[config.mk]
export PLATFORM = sky130hd
export DESIGN_NAME = vga_display_pipe
export DESIGN_NICKNAME = d
export VERILOG_FILES = /design/src/rtl/vga_display_pipe.sv
export SDC_FILE = /design/constraint.sdc
export NUM_CORES = 1
export LEC_CHECK = 0
export CAP_MARGIN = 15
export CORE_ASPECT_RATIO = 0.8
export CORE_UTILIZATION = 40
export CTS_CLUSTER_DIAMETER = 30
export CTS_CLUSTER_SIZE = 10
export DETAILED_ROUTE_END_ITERATION = 12
export PLACE_DENSITY_LB_ADDON = 0.15
export SETUP_SLACK_MARGIN = 0.3
export SYNTH_ARGS = -nofsm -noshare
export SYNTH_HDL_FRONTEND = slang
export SYNTH_SLANG_ARGS = --single-unit
[constraint.sdc]
create_clock -name clk_75MHz -period 6 [get_ports clk_75MHz]
set_clock_uncertainty 0.2 [all_clocks]
set_input_delay 1.2 -clock clk_75MHz [delete_from_list [all_inputs] [get_ports clk_75MHz]]
set_output_delay 1.2 -clock clk_75MHz [all_outputs]
set_load 0.02 [all_outputs]
[src/rtl/vga_display_pipe.sv]
// VGA display back-end: raster counters, framebuffer fetch address,
// latency-matched sync/DE/pattern alignment and built-in test patterns.
module vga_display_pipe #(
    parameter int COLOR_BITS    = 4,
    parameter int H_ACTIVE      = 1024,
    parameter int H_FP          = 24,
    parameter int H_SYNC        = 136,
    parameter int H_BP          = 144,
    parameter int V_ACTIVE      = 768,
    parameter int V_FP          = 3,
    parameter int V_SYNC        = 6,
    parameter int V_BP          = 29,
    parameter int H_SYNC_POL    = 0,
    parameter int V_SYNC_POL    = 0,
    parameter int PIXEL_LATENCY = 2,
    localparam int H_TOTAL      = H_ACTIVE + H_FP + H_SYNC + H_BP,
    localparam int V_TOTAL      = V_ACTIVE + V_FP + V_SYNC + V_BP,
    localparam int HW           = $clog2(H_TOTAL),
    localparam int VW           = $clog2(V_TOTAL),
    localparam int CW           = 3 * COLOR_BITS
) (
    input  logic                  clk_75MHz,
    input  logic                  rst_n,
    input  logic                  en,
    input  logic [1:0]            mode,
    input  logic [CW-1:0]         solid_color,
    input  logic [CW-1:0]         pixel_data,
    output logic [HW-1:0]         h_pixel,
    output logic [VW-1:0]         v_pixel,
    output logic                  fetch_active,
    output logic                  frame_start,
    output logic                  VGA_HS,
    output logic                  VGA_VS,
    output logic [COLOR_BITS-1:0] VGA_R,
    output logic [COLOR_BITS-1:0] VGA_G,
    output logic [COLOR_BITS-1:0] VGA_B,
    output logic                  VGA_DE
);

    typedef enum logic [1:0] {
        MODE_FB    = 2'b00,
        MODE_BARS  = 2'b01,
        MODE_SOLID = 2'b10,
        MODE_GRID  = 2'b11
    } mode_t;

    // One pixel's worth of timing/pattern state travelling alongside the fetch.
    typedef struct packed {
        logic          hs;
        logic          vs;
        logic          de;
        logic [HW-1:0] h;
        logic [4:0]    v;
        mode_t         mode;
    } tap_t;

    localparam logic [HW-1:0] H_LAST   = HW'(H_TOTAL - 1);
    localparam logic [VW-1:0] V_LAST   = VW'(V_TOTAL - 1);
    localparam logic [HW-1:0] H_ACT_W  = HW'(H_ACTIVE);
    localparam logic [VW-1:0] V_ACT_W  = VW'(V_ACTIVE);
    localparam logic [HW-1:0] HS_FIRST = HW'(H_ACTIVE + H_FP);
    localparam logic [HW-1:0] HS_LAST  = HW'(H_ACTIVE + H_FP + H_SYNC - 1);
    localparam logic [VW-1:0] VS_FIRST = VW'(V_ACTIVE + V_FP);
    localparam logic [VW-1:0] VS_LAST  = VW'(V_ACTIVE + V_FP + V_SYNC - 1);
    localparam logic          HS_ON    = 1'(H_SYNC_POL);
    localparam logic          VS_ON    = 1'(V_SYNC_POL);

    logic [HW-1:0] h_q, h_d;
    logic [VW-1:0] v_q, v_d;
    mode_t         mode_q, mode_eff;
    tap_t          raw, dly;
    logic          hs_q, vs_q, de_q;
    logic [CW-1:0] rgb_q, rgb_d;
    logic [2:0]    bar;
    logic [4:0]    h5;

    assign h_pixel      = h_q;
    assign v_pixel      = v_q;
    assign fetch_active = (h_q < H_ACT_W) && (v_q < V_ACT_W);
    assign frame_start  = en && (h_q == '0) && (v_q == '0);

    // The first pixel of a frame already uses the mode being sampled this cycle.
    assign mode_eff = frame_start ? mode_t'(mode) : mode_q;

    // Raster counter next state: park at (0,0) while disabled.
    always_comb begin
        h_d = h_q;
        v_d = v_q;
        if (!en) begin
            h_d = '0;
            v_d = '0;
        end else if (h_q == H_LAST) begin
            h_d = '0;
            v_d = (v_q == V_LAST) ? '0 : v_q + VW'(1);
        end else begin
            h_d = h_q + HW'(1);
        end
    end

    // Raster counter and frame-aligned mode register.
    always_ff @(posedge clk_75MHz) begin
        if (!rst_n) begin
            h_q    <= '0;
            v_q    <= '0;
            mode_q <= MODE_FB;
        end else begin
            h_q <= h_d;
            v_q <= v_d;
            if (frame_start) begin
                mode_q <= mode_t'(mode);
            end
        end
    end

    // Undelayed timing flags; a disabled scan injects an idle pixel.
    always_comb begin
        raw      = '0;
        raw.h    = h_q;
        raw.v    = 5'(v_q);
        raw.mode = mode_eff;
        if (en) begin
            raw.hs = (h_q >= HS_FIRST) && (h_q <= HS_LAST);
            raw.vs = (v_q >= VS_FIRST) && (v_q <= VS_LAST);
            raw.de = fetch_active;
        end
    end

    if (PIXEL_LATENCY == 0) begin : g_no_delay
        assign dly = raw;
    end else begin : g_delay
        tap_t line_q [PIXEL_LATENCY];

        // Shift register matching the framebuffer read latency.
        always_ff @(posedge clk_75MHz) begin
            if (!rst_n) begin
                for (int unsigned i = 0; i < unsigned'(PIXEL_LATENCY); i++) begin
                    line_q[i] <= '0;
                end
            end else begin
                line_q[0] <= raw;
                for (int unsigned i = 1; i < unsigned'(PIXEL_LATENCY); i++) begin
                    line_q[i] <= line_q[i-1];
                end
            end
        end

        assign dly = line_q[PIXEL_LATENCY-1];
    end

    assign h5  = 5'(dly.h);
    assign bar = 3'((32'(dly.h) * 32'd8) / 32'(H_ACTIVE));

    // Colour source select; blanked outside the active area.
    always_comb begin
        rgb_d = '0;
        if (dly.de) begin
            case (dly.mode)
                MODE_FB:    rgb_d = pixel_data;
                MODE_BARS:  rgb_d = {{COLOR_BITS{~bar[1]}},
                                     {COLOR_BITS{~bar[2]}},
                                     {COLOR_BITS{~bar[0]}}};
                MODE_SOLID: rgb_d = solid_color;
                MODE_GRID:  rgb_d = ((h5 == '0) || (dly.v == '0)) ? '1 : '0;
                default:    rgb_d = '0;
            endcase
        end
    end

    // Output register driving the VGA pins.
    always_ff @(posedge clk_75MHz) begin
        if (!rst_n) begin
            hs_q  <= ~HS_ON;
            vs_q  <= ~VS_ON;
            de_q  <= 1'b0;
            rgb_q <= '0;
        end else begin
            hs_q  <= dly.hs ? HS_ON : ~HS_ON;
            vs_q  <= dly.vs ? VS_ON : ~VS_ON;
            de_q  <= dly.de;
            rgb_q <= rgb_d;
        end
    end

    assign VGA_HS = hs_q;
    assign VGA_VS = vs_q;
    assign VGA_DE = de_q;
    assign VGA_R  = rgb_q[CW-1 -: COLOR_BITS];
    assign VGA_G  = rgb_q[2*COLOR_BITS-1 -: COLOR_BITS];
    assign VGA_B  = rgb_q[COLOR_BITS-1:0];

endmodule

== After elaboration in Yosys (flattened, before gate mapping) ==
Memory sizes are Yosys's and may differ from the RTL's.
Index checks and enable logic that the tools add are counted.

* Register bits after elaboration: 38
* Input port bits: 29
* Logic and storage cells: 53
* Memories: 1
* Memory bits (writable): 42
* Output and inout port bits: 38

{| class="wikitable"
|+ Memory list
! memory !! words !! bits a word !! read ports !! clocked after Yosys merged registers in !! write ports !! line !! text
|-
| g_delay.line_q || 2 || 21 || 2 || 0 || 2 || 131 || <nowiki>tap_t line_q [PIXEL_LATENCY];</nowiki>
|}

* Equality and inequality tests: 5
* Bitwise gates (word level): 7
* $add $sub $neg: 2
* Reduce and logical (&&, ||, !) cells: 14
* $lt $le $gt $ge: 6
* Mux-type cells: 11

{| class="wikitable"
|+ Operators by type and width
! kind !! number
|-
| 12-bit one-hot mux with 4 select lines || 1
|-
| 21-bit 2-to-1 mux || 2
|-
| 12-bit 2-to-1 mux || 1
|-
| 11-bit by 1-bit adder with 11-bit output (second input constant) || 1
|-
| 11-bit equality test (second input constant) || 1
|-
| 11-bit greater-or-equal comparator (second input constant) || 1
|-
| 11-bit <= comparator (second input constant) || 1
|-
| 11-bit logical NOT || 1
|-
| 11-bit < comparator (second input constant) || 1
|-
| 10-bit by 1-bit adder with 10-bit output (second input constant) || 1
|-
| 10-bit equality test (second input constant) || 1
|-
| 10-bit greater-or-equal comparator (second input constant) || 1
|-
| 10-bit <= comparator (second input constant) || 1
|-
| 10-bit logical NOT || 1
|-
| 5-bit logical NOT || 2
|-
| 10-bit < comparator (second input constant) || 1
|-
| 10-bit 2-to-1 mux || 1
|-
| 1-bit logical AND || 5
|-
| 1-bit inverter || 5
|-
| 2-bit equality test (second input constant) || 2
|-
| 1-bit 2-to-1 mux || 4
|-
| 2-bit AND reduction || 2
|-
| 3-bit 2-to-1 mux || 1
|-
| 3-bit OR reduction || 1
|-
| other kinds (5) || 6
|}

== Depth between registers and ports, before layout ==
* Word-level depth: 5
* Depth in mapped cells: 6
* Depth with buffers taken out: 6

== Worst setup path before layout ==
No wires, ideal clock.

* Path kind: input -> output
* From: input port en
* To: output port frame_start
* Arrival time: 2207 ps
* Stages on the path: 3
* Setup slack: 2393 ps
* Data required time: 4600 ps
* Buffers on the path: 0
* Path through: nor4b_1 nand4_1 nor3_1

* Longest elaborated chain between the ends: 2

{| class="wikitable"
|+ Ends and longest elaborated chain
! what !! line !! text
|-
| start, declared || 24 || <nowiki>input logic en,</nowiki>
|-
| 1-bit logical AND (2 in a row) || 80 || <nowiki>assign frame_start = en && (h_q == '0) && (v_q == '0);</nowiki>
|-
| end, declared || 31 || <nowiki>output logic frame_start,</nowiki>
|}

No other way between the ends.

== Worst setup path after layout ==
Ends and elaborated chain as after synthesis.

==> flow_summary.toml <==
[clocking]
clk_path_buf_depth = 2
post_cts_buffers = 0
cts_tree = "yes"
clock_sinks = 72
cts_root_buffer = "clkbuf_8"
clock_latency_ps = 340
hold_buffers = 0
clkTransAtPathRegs_ps = 80
cts_resized = 0
cts_buffers = 9
htree_levels = 3

[die]
core_mm2 = 0.00647
rows = 26
ioPinCount = 67
die_w_um = 94.3
start_util_pct = 42.1
die_area_mm2 = 0.00716
dieHeight_um = 75.9

[run_status]
run_status = "complete, no violations"

[final_layout]
instances_no_fill = 442
layout_commonest_cell = "dfxtp_1"
num-nets-final = 387
drive_above_1_share_pct = 5.59
antenna_cells = 0
area_growth_pct = 33.4
final_cell_mix = "dfxtp_1, clkdlybuf4s50_1, and2_1, nand2_1, nor2_1"

[route]
drt_iter0_drc = 83
wirelength_um = 5570
dr.pass1.iters = 4
drc = 0
num_vias = 2147
drt-vias-per-instance = 4.86
ant_nets = 0
wl_per_cell_um = 12.6

[sta]
setup_tns_ps = 0
hold_viol = 0
worst_pin_slew_ps = 870
setup_viol = 0
final_max_slew_viol_count = 0
rsz0062_at_grt = "no"
min_period_ps = 4620
relSlewSlack_pct = 41.9
finalCritPeriodShare_pct = 77.0
timing.fmax_ghz = 0.216

[setup_path]
cp_common_cell = "clkdlybuf4s50_1"
cp-end-kind = "output port"
max_stage_delay_ps = 700
start_kind = "input port"
critPathKind = "input port to output port"
cp_slowest_cell = "clkdlybuf4s50_1"
crit_chain = "clkdlybuf4s50_1 > nor4b_1 > nand4_1 > nor3_1 > clkdlybuf4s50_1"
crit_required_ps = 4600
cp_max_fo = 3
path_buf_inv = 2
worst_ep_arrival_time_ps = 3220
crit_family = "buffers and inverters"

[logic_synthesis]
synth_nets = 321
async_flop_share_pct = 0
synthCells = 287
synth_edf_count = 0
synth.avg_cell_area_um2 = 9.50
ys_types = 31
ys_seq_area_share_pct = 52.8
netlist_area_mm2 = 0.00273
ys_ff_latch = 72
synth_ff_type = "dfxtp_1"
ys_warn_count = 0

[power_and_ir_drop]
static-leakage-power_nw = 1.33
vdd_drop_max_mv = 0.116
power_density_mw_per_mm2 = 250

[global_routing]
antenna_found_initial = 0
grt_max_degree = 39
grt_first_pass_wirelength_um = 8760
grt.overflow.total = 0
grt_pass1_vias = 1782
grt_usage_pct = 16.5

[hold_path]
hp-class = "flip-flop to flip-flop"

[placement]
hpwl_um = 3880
dp.cells = 426
place_congestion = 0.897
portBuffers = 66

[job]
drv_cap = 0
[per-layer routing]
layer	routed length [um]	vias up	share of wire, %	GRT usage [%]
met5	0	-	0	0
met4	56	0	1.0	5.98
met3	421	7	7.6	7.78
met2	2330	68	42	22.8
met1	2760	955	50	22.3
li1	-	1117	-	-
[report_power, final]
part / switching (W) / internal [W]
clock: 0.000179 / 0.000193
combinational: 0.0000200 / 0.0000303
sequential: 0.00000510 / 0.000483
[sequential cells by signal, indices dropped and copies added, names as in the netlist]
signal,cells
g_delay.line_q,35
VGA_VS,1
VGA_HS,1
h_pixel,11
mode_q,1
rgb_q,12
VGA_DE,1
v_pixel,10
[cell type report]
type | instances | area [um^2]
Sequential cell | 72 | 1440
Fill cell | 582 | 2830
Inverter | 8 | 30.0
Multi-Input combinational cell | 194 | 1190
Clock inverter | 6 | 67.6
Tap cell | 84 | 105
Timing Repair Buffer | 68 | 676
Clock buffer | 10 | 128
[worst reg2reg max path, cell delays in order (launching register included)]
cell     delay (ps)
dfxtp_1         440
ha_1            260
nand3_1         240
or3_4           520
o21ai_1         580
nor2_1          110
[stage by stage]
stage	cell area (um^2)	power, W	hold slack (ps)	setup WS [ps]	utilization (%)
final	3640	0.000910	161	1380	56.2
after CTS	3640	0.000924	167	1330	56.2
after floorplan	2730	0.000521	143	2390	-
after global routing	3640	0.000949	172	1250	56.2
after detailed placement	3440	0.000550	149	1330	53.2
after global placement	3440	0.000549	147	1320	53.2
[kinds of logic (layout without fill, tap and decap cells)]
| group | count (synthesis) | in the layout | synth area share [%] |
|---|---|---|---|
| AOI/OAI and AO/OA | 26 | 26 | 6.51 |
| xor gates and xnor gates | 14 | 14 | 4.50 |
| adders and majority gates | 5 | 5 | 2.29 |
| buffers and inverters | 21 | 92 | 3.44 |
| DFF | 72 | 72 | 52.8 |
| muxes | 3 | 3 | 1.10 |
| and+or+nand+nor | 146 | 146 | 29.3 |
[cell usage after synthesis (3+ instances only)]
cell type / instances / area (um^2)
a211oi_1: 12 / 90.1
a21oi_1: 6 / 30.0
and2_1: 31 / 194
clkbuf_1: 11 / 41.3
dfxtp_1: 72 / 1440
ha_1: 5 / 62.6
inv_1: 8 / 30.0
mux2i_1: 3 / 30.0
nand2_1: 25 / 93.8
nand3_1: 7 / 35.0
nand4_1: 6 / 37.5
nor2_1: 24 / 90.1
nor2b_1: 13 / 81.3
nor3_1: 19 / 95.1
nor4_1: 5 / 31.3
o31ai_1: 5 / 37.5
or4_1: 5 / 37.5
xnor2_1: 9 / 78.8
xor2_1: 5 / 43.8
[final timing paths]
check                                      startpoint           to  slack (ps)  cells after the start
worst max register to register             h_pixel[0]   v_pixel[0]        3520                      5
worst max-delay path                               en  frame_start        1380                      5
worst min-delay path            g_delay.line_q[0][41]       VGA_HS         160                      1
worst min register to register  g_delay.line_q[0][41]       VGA_HS         160                      1
(Power assumes the default switching activity.)
